### src/rtl/cmp_int_serial.sv
// cmp_int_serial: bit-serial integer comparator, MSB first, one bit pair per cycle.
// Handshaked request (in_valid/in_ready) and result (out_valid/out_ready).
// Optional macro CMP_INT_SERIAL_EARLY_EXIT_EN: finish on the first differing bit
// instead of always walking all WIDTH bits.
module cmp_int_serial #(
    parameter int unsigned WIDTH  = 16,
    parameter bit          SIGNED = 1'b1
) (
    input  logic             clk,
    input  logic             rst,
    input  logic             in_valid,
    output logic             in_ready,
    input  logic [WIDTH-1:0] A,
    input  logic [WIDTH-1:0] B,
    input  logic [1:0]       op,
    output logic             out_valid,
    input  logic             out_ready,
    output logic             Y,
    output logic             out_gt,
    output logic             out_lt,
    output logic             out_eq
);

    localparam int unsigned IW = (WIDTH > 1) ? $clog2(WIDTH) : 1;
    localparam logic [IW-1:0] MSB_IDX = IW'(WIDTH - 1);

    localparam logic [1:0] OP_GT = 2'd0;
    localparam logic [1:0] OP_LT = 2'd1;
    localparam logic [1:0] OP_EQ = 2'd2;

    typedef enum logic [1:0] {
        IDLE = 2'd0,
        RUN  = 2'd1,
        DONE = 2'd2
    } state_t;

    state_t            state_q, state_d;
    logic [WIDTH-1:0]  a_q, b_q;
    logic [1:0]        op_q;
    logic              gt_q, lt_q;
    logic [IW-1:0]     idx_q;

    logic a_bit, b_bit, diff, decided, eq, last_bit;

    assign a_bit    = a_q[idx_q];
    assign b_bit    = b_q[idx_q];
    assign diff     = a_bit ^ b_bit;
    assign decided  = gt_q | lt_q;
    assign eq       = !gt_q && !lt_q;
    assign last_bit = (idx_q == '0);

    // State register
    always_ff @(posedge clk) begin
        if (rst) begin
            state_q <= IDLE;
        end else begin
            state_q <= state_d;
        end
    end

    // Next-state and output decode
    always_comb begin
        state_d   = state_q;
        in_ready  = 1'b0;
        out_valid = 1'b0;
        Y         = 1'b0;
        out_gt    = 1'b0;
        out_lt    = 1'b0;
        out_eq    = 1'b0;
        case (state_q)
            IDLE: begin
                in_ready = 1'b1;
                if (in_valid) begin
                    state_d = RUN;
                end
            end
            RUN: begin
`ifdef CMP_INT_SERIAL_EARLY_EXIT_EN
                if (last_bit || (diff && !decided)) begin
                    state_d = DONE;
                end
`else
                if (last_bit) begin
                    state_d = DONE;
                end
`endif
            end
            DONE: begin
                out_valid = 1'b1;
                out_gt    = gt_q;
                out_lt    = lt_q;
                out_eq    = eq;
                case (op_q)
                    OP_GT:   Y = gt_q;
                    OP_LT:   Y = lt_q;
                    OP_EQ:   Y = eq;
                    default: Y = gt_q | eq;
                endcase
                if (out_ready) begin
                    state_d = IDLE;
                end
            end
            default: state_d = IDLE;
        endcase
    end

    // Operand latch and serial decision datapath
    always_ff @(posedge clk) begin
        if (rst) begin
            a_q   <= '0;
            b_q   <= '0;
            op_q  <= '0;
            gt_q  <= 1'b0;
            lt_q  <= 1'b0;
            idx_q <= '0;
        end else begin
            case (state_q)
                IDLE: begin
                    if (in_valid) begin
                        a_q   <= A;
                        b_q   <= B;
                        op_q  <= op;
                        gt_q  <= 1'b0;
                        lt_q  <= 1'b0;
                        idx_q <= MSB_IDX;
                    end
                end
                RUN: begin
                    // First difference decides; the sign bit has inverted weight
                    if (diff && !decided) begin
                        if (SIGNED && (idx_q == MSB_IDX)) begin
                            lt_q <= a_bit;
                            gt_q <= b_bit;
                        end else begin
                            gt_q <= a_bit;
                            lt_q <= !a_bit;
                        end
                    end
                    if (!last_bit) begin
                        idx_q <= idx_q - IW'(1);
                    end
                end
                default: begin
                end
            endcase
        end
    end

endmodule

### config.mk
export PLATFORM = sky130hd
export DESIGN_NAME = cmp_int_serial
export DESIGN_NICKNAME = d
export VERILOG_FILES = /design/src/rtl/cmp_int_serial.sv
export SDC_FILE = /design/constraint.sdc
export NUM_CORES = 1
export LEC_CHECK = 0
export CORE_UTILIZATION = 40
export CTS_CLUSTER_SIZE = 30
export DETAILED_ROUTE_END_ITERATION = 12
export GPL_TIMING_DRIVEN = 0
export HOLD_SLACK_MARGIN = 0.06
export PLACE_DENSITY_LB_ADDON = 0.25
export SLEW_MARGIN = 20
export SYNTH_ARGS = -nofsm -noshare
export SYNTH_HDL_FRONTEND = slang
export SYNTH_SLANG_ARGS = --single-unit
### constraint.sdc
create_clock -name clk -period 4.6 [get_ports clk]
set_input_delay 0.92 -clock clk [delete_from_list [all_inputs] [get_ports clk]]
set_output_delay 0.92 -clock clk [all_outputs]
set_load 0.02 [all_outputs]
Yosys cells after proc, flatten, opt, wreduce, memory -nomap -nowiden
Index checks and enable logic that the tools add are counted.
- add/sub/neg operators: 1
- equality and inequality tests: 10
- reduce and logical (&&, ||, !) cells: 14
- mux-type cells: 25
- order comparisons: 1
- bitwise logic cells: 3
- operators by type and width (kind ; number):
    $mux W1 ; 13
    $ne A2 B2 Y1 const B ; 5
    $reduce_and A3 Y1 ; 3
    $bmux W1 S4 ; 2
    $mux W4 ; 2
    $pmux W4 S2 ; 1
    $mux W2 ; 3
    $pmux W2 S3 ; 1
    $lt A4 B5 Y1 const B ; 1
    $eq A2 B1 Y1 const B ; 2
    $eq A2 B2 Y1 const B ; 2
    $eq A4 B4 Y1 const B ; 1
    $logic_not A1 Y1 ; 4
    $logic_not A2 Y1 ; 2
    $logic_not A4 Y1 ; 1
    $pmux W1 S2 ; 2
    $sub A4 B1 Y4 const B ; 1
    $pmux W1 S3 ; 1
    $logic_and A1 B1 Y1 ; 2
    $or A1 B1 Y1 ; 2
    $reduce_and A2 Y1 ; 1
    $reduce_bool A2 Y1 ; 1
    $xor A1 B1 Y1 ; 1
- input port bits: 38
- word-level logic and storage cells: 61
- register bits: 42
- output and inout bits: 6

Depth between registers and ports, before layout
Gate-level depths: netlist (run 1).
- word-level depth: 6
- mapped depth: 8
- mapped depth without buffers: 7

Worst setup path before layout (run 1)
No wires, ideal clock.
- path kind: register -> output
- start: reg gt_q
- end: out Y
- path buffers: 1
- required time: 3.680 ns
- arrival: 1.386 ns
- cell stages (with the launch flop): 5
- slack: 2.294 ns
- cells stage by stage: dfxtp_1 clkdlybuf4s18_1 xor2_1 o22ai_1 a211oi_1
- word-level cells in the longest chain between the ends: 5
- ends and longest elaborated chain (item ; line ; source):
    start, declared ; 40 ; logic gt_q, lt_q;
    start signal, assigned ; 133 ; gt_q <= b_bit;
    start signal, assigned ; 135 ; gt_q <= a_bit;
    $logic_not A1 Y1 ; 49 ; assign eq = !gt_q && !lt_q;
    $logic_and A1 B1 Y1 ; 49 ;
    $or A1 B1 Y1 ; 97 ; default: Y = gt_q | eq;
    $pmux W1 S3 (*) ; 93 ; case (op_q)
    $mux W1 (*) ; 70 ; case (state_q)
    end, declared ; 18 ; output logic Y,
Every way passes the cells marked *; elsewhere a longest branch is shown, timed or not.

Final worst setup path (run 1)
Ends and elaborated chain as after synthesis.

==> impl_results.md, run 1 <==
* Mux cell area share after synthesis at 0.115
* Drt via density at 5.06
* CP Cell Sequence: clkdlybuf4s18_1 > xor2_1 > o22ai_1 > a211oi_1 > clkdlybuf4s50_1
* Initial antenna violation count at 0
* Nets at 324
* Number of max-cap violations at 0
* Post-CTS Setup Repair Bufs at 0
* Cts bufs inserted at 5
* Mean post-synth cell area at 8.30 sq um
* # DRC at 0
* Headroom to the max-slew limit at 0.523
* Setup crit end kind: output pin
* P_int at 0.661 mW
* Setup-failing EPs final at 0
* Final hold vios at 0
* Cts hold-fix bufs at 0
* Cell area power density at 359 mW/mm^2
* Cells after synthesis at 235
* GRT Overall Usage at 0.187
* Detailed Routing Iterations Pass 1 at 4
* Largest family of logic cells by synthesized area: simple AND/OR/NAND/NOR gates
* Overflow left after global routing at 0
* Synth Flop Type: dfxtp_1
* Post-cts gate resize count at 0
* Async S/R FF share, synth at 0
* Die area at 0.00516 sq mm
* EDFF count, synth at 0
* Worst min path class: reg2reg
* Critical setup path kind: reg2out
* CP peak stage delay at 0.63 ns
* CORE AREA at 0.00469 sq mm
* Seq/Total Area, Yosys at 0.431
* Fin Clk Skew at 0.00649 ns
* Largest net degree at the start of global routing at 14
* Simple-gate share of the synthesized area at 0.227
* Max VDD drop at 0.194 mV
* 1st-iter DRT viols at 128
* Share of layout cells above drive strength 1 at 0.0632
* ANT nets after route at 0
* Max FO, Critical Path at 8
* Via count at 1,715
* DR WL/cell at 12.7 microns
* Tot Pwr at 0.916 mW
* DRT Wirelength at 4.30 mm
* Die Ht at 71.8 microns
* Synth warnings at 0
* Clk buf depth at 2
* Post-Syn Nets at 275
* Critical-path top delay cell: clkdlybuf4s50_1
* CTS tree: yes
* Leakage at 0.963 nW
* Number of global-route vias before repair at 1,629
* Detail Placement HPWL at 3.13 mm
* Comb pwr share at 0.235
* Distinct cell type count after synthesis at 39
* RSZ-0062 raised after global routing: no
* Ports at 44
* Xor and xnor area share after synthesis at 0.00899
* Gpl congestion at 0.831
* Layout Area Growth over Synthesis at 30.7%
* Critical Path AT at 2.03 ns
* Clk_lat worst skew at 0.29 ns
* IO Port Bufs at 42
* Post-Syn Area at 0.00195 sq mm
* Clock transition at path regs at 0.08 ns
* Seq cells post-synth at 42
* Layout Utilization at 0.543
* Maximum clock frequency at 339 MHz
* Fin crit period at 2.95 ns
* Worst Tran Pin Value at 0.713 ns
* Final period util at 0.642
* CTS sink count at 42
* Die width at 71.8 microns
* Rows at 25
* H-tree depth at 2
* Synth Area in Adders at 0.0128
* Sequential Power Share at 0.454
* Setup TNS at 0 ns
* Clk root buf: clkbuf_8
* Synth Area in Compound Gates at 0.155
* Psw at 0.255 mW
* N_diodes at 0
* Max-slew violation count at 0
* Outcome: complete, no violations
* CP Launch Type: register
* Switching share of total power at 0.278
* First-pass GRT wire length at 7.38 mm
* CP required at 3.68 ns
* Clock power share at 0.312
* Initial core utilization at 0.415
==> kinds of logic after synthesis <==
| kind of cell | after synthesis |
|---|---|
| DFF | 42 |
| and+or+nand+nor | 105 |
| xor gates and xnor gates | 2 |
| muxes | 12 |
| AOI/OAI and AO/OA | 52 |
| adders and majority gates | 2 |
| buffers and inverters | 20 |
==> routing by layer <==
metal	routed length, microns	up-vias	share of wire	GRT usage
met5	0	-	0	0
met4	63	0	0.015	0.0893
met3	115	6	0.027	0.0436
met2	2030	39	0.47	0.290
met1	2100	771	0.49	0.247
li1	-	899	-	-
==> metrics by stage <==
stage	hold slack [ns]	setup WS [ns]	instance area (sq um)	std cells
after floorplan	0.432	2.29	1950	235
after global placement	0.439	1.78	2440	331
after detailed placement	0.447	1.79	2440	331
after CTS	0.458	1.63	2550	339
after global routing	0.476	1.53	2550	339
final	0.455	1.65	2550	339
==> worst paths after layout <==
check	startpoint	depth (start not counted)	slack [ns]	endpoint
worst max-delay path	gt_q	5	1.65	Y
worst max register to register	idx_q[1]	6	2.61	lt_q
worst min register to register	a_q[0]	2	0.45	a_q[0]
worst min-delay path	a_q[0]	2	0.45	a_q[0]
==> cell usage after synthesis, drive strengths merged, types with 3 or more instances <==
| master | n | area [sq um] |
|---|---|---|
| nand2b | 4 | 25.0 |
| and2 | 4 | 25.0 |
| mux2i | 4 | 43.8 |
| inv | 3 | 11.3 |
| dfxtp | 42 | 841 |
| a21oi | 36 | 180 |
| clkbuf | 13 | 50.0 |
| nor2 | 15 | 56.3 |
| mux4 | 7 | 169 |
| nand2 | 75 | 282 |
==> flip-flops by register name, summed over array words and instances, names as in the netlist <==
signal	flops
gt_q	1
a_q	16
b_q	16
op_q	2
idx_q	4
lt_q	1
state_q	2
==> layout by cell type (no fill, tap or decap), types with 2 or more instances in the layout <==
master           count
a21oi_1             36
nand2_1             75
o22ai_1              2
clkdlybuf4s50_1     42
nand2b_1             4
nor2_1              15
a31oi_1              2
and2_1               4
dfxtp_1             42
clkbuf_1            13
o21ai_1              2
mux4_1               3
mux2i_1              3
inv_1                3
a211oi_1             2
clkbuf_8             5
ha_1                 2
a211o_1              2
mux4_2               4
==> worst max-delay path, delay by kind of cell (launching register included) <==
kind	cells	cell delay (ns)
buf+inv	2	0.98
flops	1	0.31
compound gates	2	0.29
xor+xnor	1	0.17
==> final cells by class <==
class,count,area [sq um]
buffer,16,76.3
clock buffer,6,72.6
clock inverter,2,37.5
fill,456,2140
inverter,4,20.0
multi-input combinational,173,1010
sequential,42,841
tap,54,67.6
timing repair buffer,42,420
==> power by group through the flow <==
| stage | registers (mW) | clock network, mW | logic (mW) |
|---|---|---|---|
| 2_1_floorplan | 0.418 | 0 | 0.145 |
| 3_3_place_gp | 0.423 | 0 | 0.212 |
| 3_5_place_dp | 0.424 | 0 | 0.215 |
| 4_1_cts | 0.415 | 0.293 | 0.216 |
| 5_1_grt | 0.420 | 0.311 | 0.238 |
| 6_report | 0.415 | 0.285 | 0.215 |
Note: power is estimated with default switching activity, not from simulation.
==> inputs of run 2 (changes only) <==
==> constraint.sdc (replaced) <==
create_clock -name clk -period 3 [get_ports clk]
set_input_delay 0.6 -clock clk [delete_from_list [all_inputs] [get_ports clk]]
set_output_delay 0.6 -clock clk [all_outputs]
set_load 0.02 [all_outputs]
==> results of run 2 <==
Same layout as run 1 (identical final DEF). Status: complete, no violations.
Among the figures that moved: setup slack after placement 1.79 ns -> 0.511 ns; setup slack after layout 1.65 ns -> 0.368 ns; register-to-register setup slack 2.61 ns -> 1.01 ns; total power 0.916 mW -> 1.40 mW; worst IR drop on VDD 0.194 mV -> 0.297 mV
==> inputs of run 3 (changes only) <==
--- a/config.mk
+++ b/config.mk
@@ -5,6 +5,7 @@
 export SDC_FILE = /design/constraint.sdc
 export NUM_CORES = 1
 export LEC_CHECK = 0
+export CAP_MARGIN = 20
 export CORE_UTILIZATION = 40
 export CTS_CLUSTER_SIZE = 30
 export DETAILED_ROUTE_END_ITERATION = 12
==> results of run 3 <==
Same layout as run 1 (identical final DEF). Status: complete, no violations.
Among the figures that moved: setup slack after placement 1.79 ns -> 0.511 ns; setup slack after layout 1.65 ns -> 0.368 ns; register-to-register setup slack 2.61 ns -> 1.01 ns; total power 0.916 mW -> 1.40 mW; worst IR drop on VDD 0.194 mV -> 0.297 mV
